==> src/rtl/wb_queue.sv <==
// Writeback queue between the execute pipeline and a single register-file write port.
// Define WBQ_BYPASS_EN to forward the youngest queued data onto rd1/rd2.
module wb_queue #(
  parameter int DEPTH = 4
) (
  input  logic                       clk,
  input  logic                       rst,
  input  logic                       in_valid,
  input  logic [5:0]                 in_wa,
  input  logic [31:0]                in_wd,
  output logic                       in_ready,
  input  logic                       stall,
  output logic                       we1,
  output logic [5:0]                 wa,
  output logic [31:0]                wd,
  input  logic [5:0]                 ra1,
  input  logic [5:0]                 ra2,
  input  logic [31:0]                rf_rd1,
  input  logic [31:0]                rf_rd2,
  output logic [31:0]                rd1,
  output logic [31:0]                rd2,
  output logic                       hit1,
  output logic                       hit2,
  output logic [$clog2(DEPTH):0]     count,
  output logic                       empty,
  output logic                       full
);

  localparam int AW = $clog2(DEPTH);
  localparam int CW = AW + 1;

  logic [5:0]    addr_q [DEPTH];
  logic [5:0]    addr_d [DEPTH];
  logic [31:0]   data_q [DEPTH];
  logic [31:0]   data_d [DEPTH];
  logic [AW-1:0] head_q, head_d;
  logic [AW-1:0] tail_q, tail_d;
  logic [CW-1:0] count_q, count_d;
  logic          enq;
  logic          deq;

  // Ring slot holding the entry that is k places younger than the head.
  function automatic logic [AW-1:0] slot(input logic [AW-1:0] head, input int k);
    return head + AW'(k);
  endfunction

  // Queue status and the write port, all decoded from current state.
  always_comb begin
    empty    = (count_q == CW'(0));
    full     = (count_q == CW'(DEPTH));
    count    = count_q;
    in_ready = !full;
    we1      = !empty && !stall && !rst;
    enq      = in_valid && !full;
    deq      = we1;
    if (empty) begin
      wa = 6'd0;
      wd = 32'd0;
    end else begin
      wa = addr_q[head_q];
      wd = data_q[head_q];
    end
  end

  // Next-state for pointers, occupancy and entry storage.
  always_comb begin
    addr_d  = addr_q;
    data_d  = data_q;
    tail_d  = tail_q;
    head_d  = head_q;
    count_d = count_q;
    if (enq) begin
      addr_d[tail_q] = in_wa;
      data_d[tail_q] = in_wd;
      tail_d         = tail_q + AW'(1);
    end else begin
      tail_d = tail_q;
    end
    if (deq) begin
      head_d = head_q + AW'(1);
    end else begin
      head_d = head_q;
    end
    case ({enq, deq})
      2'b10:   count_d = count_q + CW'(1);
      2'b01:   count_d = count_q - CW'(1);
      default: count_d = count_q;
    endcase
  end

`ifdef WBQ_BYPASS_EN
  logic [31:0] fwd1;
  logic [31:0] fwd2;
`endif

  // Address match against live entries, walked oldest to youngest so the youngest wins.
  always_comb begin
    hit1 = 1'b0;
    hit2 = 1'b0;
`ifdef WBQ_BYPASS_EN
    fwd1 = 32'd0;
    fwd2 = 32'd0;
`endif
    for (int k = 0; k < DEPTH; k++) begin
      if (CW'(k) < count_q) begin
        if (addr_q[slot(head_q, k)] == ra1) begin
          hit1 = 1'b1;
`ifdef WBQ_BYPASS_EN
          fwd1 = data_q[slot(head_q, k)];
`endif
        end else begin
          hit1 = hit1;
        end
        if (addr_q[slot(head_q, k)] == ra2) begin
          hit2 = 1'b1;
`ifdef WBQ_BYPASS_EN
          fwd2 = data_q[slot(head_q, k)];
`endif
        end else begin
          hit2 = hit2;
        end
      end else begin
        hit1 = hit1;
      end
    end
  end

  // Read data seen by decode.
  always_comb begin
`ifdef WBQ_BYPASS_EN
    rd1 = hit1 ? fwd1 : rf_rd1;
    rd2 = hit2 ? fwd2 : rf_rd2;
`else
    rd1 = rf_rd1;
    rd2 = rf_rd2;
`endif
  end

  // Control state; reset drops every pending entry.
  always_ff @(posedge clk) begin
    if (rst) begin
      head_q  <= '0;
      tail_q  <= '0;
      count_q <= '0;
    end else begin
      head_q  <= head_d;
      tail_q  <= tail_d;
      count_q <= count_d;
    end
  end

  // Entry storage; stale contents stay hidden behind count_q.
  always_ff @(posedge clk) begin
    addr_q <= addr_d;
    data_q <= data_d;
  end

endmodule

==> config.mk <==
export PLATFORM = sky130hd
export DESIGN_NAME = wb_queue
export DESIGN_NICKNAME = d
export VERILOG_FILES = /design/src/rtl/wb_queue.sv
export SDC_FILE = /design/constraint.sdc
export NUM_CORES = 1
export LEC_CHECK = 0
export CAP_MARGIN = 20
export CORE_UTILIZATION = 43
export DETAILED_ROUTE_END_ITERATION = 16
export GPL_TIMING_DRIVEN = 0
export PLACE_DENSITY = 0.77
export SLEW_MARGIN = 15
export SYNTH_ARGS = -nofsm -noshare
export SYNTH_HDL_FRONTEND = slang
export SYNTH_SLANG_ARGS = --single-unit
==> constraint.sdc <==
create_clock -name clk -period 2.2 [get_ports clk]
set_input_delay 0.44 -clock clk [delete_from_list [all_inputs] [get_ports clk]]
set_output_delay 0.44 -clock clk [all_outputs]
set_load 0.01 [all_outputs]
==> impl_metrics.env <==
export IMPL_grt_usage=0.1981
export IMPL_syn_nets=591
export IMPL_period_minus_slack_ns=2.954
export IMPL_dr_pass1_iters=4
export IMPL_dpl_hpwl_um=12550
export IMPL_seq_area_frac_synth=0.6129
export IMPL_grt_max_degree=39
export IMPL_synth_edf_count=152
export IMPL_slew_headroom=0.3277
export IMPL_drive_above_1_share=0.3274
export IMPL_port_buffer_count=162
export IMPL_synthArstFlopShare=0
export IMPL_cts_num_sinks=159
export IMPL_die_area_sq_um=18390
export IMPL_area_growth_pct=38.99
export IMPL_stdcell_count=903
export IMPL_regArea_sq_um=4720
export IMPL_io_pins=229
export IMPL_r2r_start="count[0]"
export IMPL_dpl_cell_count=851
export IMPL_layout_setup_ws_ns=-0.7539
export IMPL_violations="negative setup slack"
export IMPL_ys_ff_latch=159
export IMPL_globalRoute_totalOverflow=0
export IMPL_netlist_cell_type_count=35
export IMPL_drt_total_wl_um=17980
export IMPL_cts_made_buffers=17
export IMPL_status="finished, violations left"
export IMPL_critical_path_class="reg2out"
export IMPL_hold_path_class="in2reg"
export IMPL_r2r_slack_ns=0.01
export IMPL_synth_ff_type="edfxtp_1"
export IMPL_pre_cts_ws_ns=-0.8365
export IMPL_setup_viol=42
export IMPL_met3_usage=0.04639
export IMPL_worst_slew_pin_slew_ns=1.008
export IMPL_drc_errors=0
export IMPL_drv_cap=0
export IMPL_vias=4645
export IMPL_hold_viol=0
export IMPL_antenna_found_initial=1
export IMPL_endpoint="hit1"
export IMPL_netlist_area_sq_um=7676
export IMPL_clock_skew_ns=0.008776
export IMPL_clkTransAtPathRegs_ns=0.07
export IMPL_final_cell_mix="edfxtp_1 (152), clkdlybuf4s50_1 (149), buf_4 (79)"
export IMPL_syn_inst=464
export IMPL_ant_nets=0
export IMPL_hold_ws_ns=0.4012
export IMPL_grt_busiest_layer="met2"
export IMPL_globalplace_congestion=0.8719
export IMPL_multi_input_area_sq_um=2511
export IMPL_cp_data_arrival_time_ns=2.51
export IMPL_power_total_uw=9929
export IMPL_met1_usage=0.2149
export IMPL_cp_startpoint="head_q[0]"
export IMPL_cts_buffer_depth=2
export IMPL_start_util=0.4423
export IMPL_crit_path_end_kind="output pin"
export IMPL_use_met2=0.3662
export IMPL_first_global_vias=4877
export IMPL_fp_coreArea_sq_um=17360
export IMPL_avgSynthCellArea_sq_um=16.54
export IMPL_fin_nets=792
export IMPL_grt_pass1_wl_um=26390
export IMPL_rsz0062_at_grt="yes"
export IMPL_timing_final_crit_share=1.343
export IMPL_yosysWarningCount=0
export IMPL_rr_endpoint="count[2]"
export IMPL_num_fill_cells=1272
export IMPL_layout_commonest_cell="edfxtp_1"
export IMPL_crit_fanout=6
export IMPL_die_height_um=135.6
export IMPL_htree_num_levels=4
export IMPL_cts_tree="yes"
export IMPL_maxSlewViolCount=0
export IMPL_peakVddDrop_v=0.0006874
export IMPL_routed_via_density=5.144
export IMPL_fmax_mhz=338.5
export IMPL_p_leak_uw=0.003713
export IMPL_power_density_nw_per_um2=930.6
export IMPL_rows=48
export IMPL_reg2reg_depth=12
export IMPL_cts_root_buf="clkbuf_16"
export IMPL_die_x_um=135.6
export IMPL_required_ns=1.76
export IMPL_diodes=0
export IMPL_drt_iter0_drc=239
export IMPL_wire_per_inst_um=19.91
export IMPL_clk_insertion_delay_late_ns=0.41
export IMPL_cp_start_kind="flip-flop"
-- power by group --
group | switching [uW] | total [uW] | internal (uW)
combinational | 1430 | 3200 | 1780
clock | 1190 | 3120 | 1920
sequential | 74.4 | 3610 | 3530
-- stage by stage --
stage	area, sq um	TNS (ns)	utilization
5_1_grt	10670	-27.47	0.6147
6_report	10670	-23.61	0.6147
2_1_floorplan	7687	-0.1498	-
4_1_cts	10590	-27.20	0.6100
3_3_place_gp	9590	-47.86	0.5526
3_5_place_dp	9590	-56.60	0.5526
-- worst min-delay path by stage --
stage / slack [ns] / cells after the start / end / start
3_3_place_gp: 0.56 / 2 / tail_q[0] / tail_q[0]
3_5_place_dp: 0.58 / 2 / tail_q[0] / tail_q[0]
2_1_floorplan: 0.54 / 2 / tail_q[0] / tail_q[0]
4_1_cts: 0.38 / 2 / head_q[0] / rst
6_report: 0.40 / 2 / head_q[0] / rst
5_1_grt: 0.41 / 2 / head_q[0] / rst
-- registers in the layout (all words and copies together) (netlist names) --
register / count
addr_q: 24
count: 3
head_q: 2
tail_q: 2
data_q: 128
-- synth_stat cells, types with 2 or more instances --
cell type	count	area (sq um)
buf_6	3	33.78
xor2_1	26	227.7
edfxtp_1	152	4564
buf_4	68	510.5
buf_1	3	11.26
clkbuf_1	6	22.52
ha_1	9	112.6
mux2_4	2	30.03
a21oi_1	4	20.02
buf_2	4	20.02
nand2_1	2	7.510
nand4_1	5	31.28
nor2_1	12	45.04
mux2i_1	18	180.2
and3_1	4	25.02
nor3_1	2	10.01
mux4_2	41	923.4
dfxtp_1	7	140.1
xnor2_1	27	236.5
or4_1	2	15.01
inv_1	7	26.28
mux2_2	6	67.56
o2111ai_1	2	17.52
nor2b_1	35	219.0
mux4_1	2	52.55
nor4_1	6	37.54
-- metal layers --
metal / part of all wire / wire length, um
met1: 0.36 / 6517
met2: 0.55 / 9937
met3: 0.065 / 1169
met4: 0.019 / 342
met5: 0.00056 / 10
-- logic make-up (layout without fill, tap and decap cells) --
kind of cell	count (synthesis)	count (layout)	synth area share
adder cells (fa/ha/maj)	9	9	0.01467
AO/OA/AOI/OAI	10	10	0.008965
flip-flops	159	159	0.6129
buffers and inverters	91	305	0.08134
multiplexers	71	71	0.1681
AND/OR/NAND/NOR	71	71	0.05363
XOR/XNOR	53	53	0.06047
-- cell type report --
| type | count | share of cell area |
|---|---|---|
| sequential | 159 | 0.4424 |
| multi-input combinational | 214 | 0.2354 |
| timing repair buffer | 183 | 0.1683 |
| buffer | 83 | 0.06509 |
| clock buffer | 18 | 0.04023 |
| tap | 225 | 0.02639 |
| clock inverter | 14 | 0.01935 |
| inverter | 7 | 0.002932 |
-- critical path, cell delays in order (launching register included) --
cell and delay [ns]:
dfxtp_4 0.39, buf_12 0.13, mux4_2 0.52, buf_4 0.15, buf_4 0.14, xnor2_4 0.16
o2111ai_2 0.15, nor4_1 0.17, nand4b_1 0.14, buf_2 0.15
-- what timing repair did --
item                                    CTS  global route
hold buffers                              0             0
pin swaps                                 7             6
cloned                                    1             0
gates resized for setup                 104            20
buffers inserted                         16             5
endpoints found under the setup margin  199           157
(Power assumes the default switching activity.)
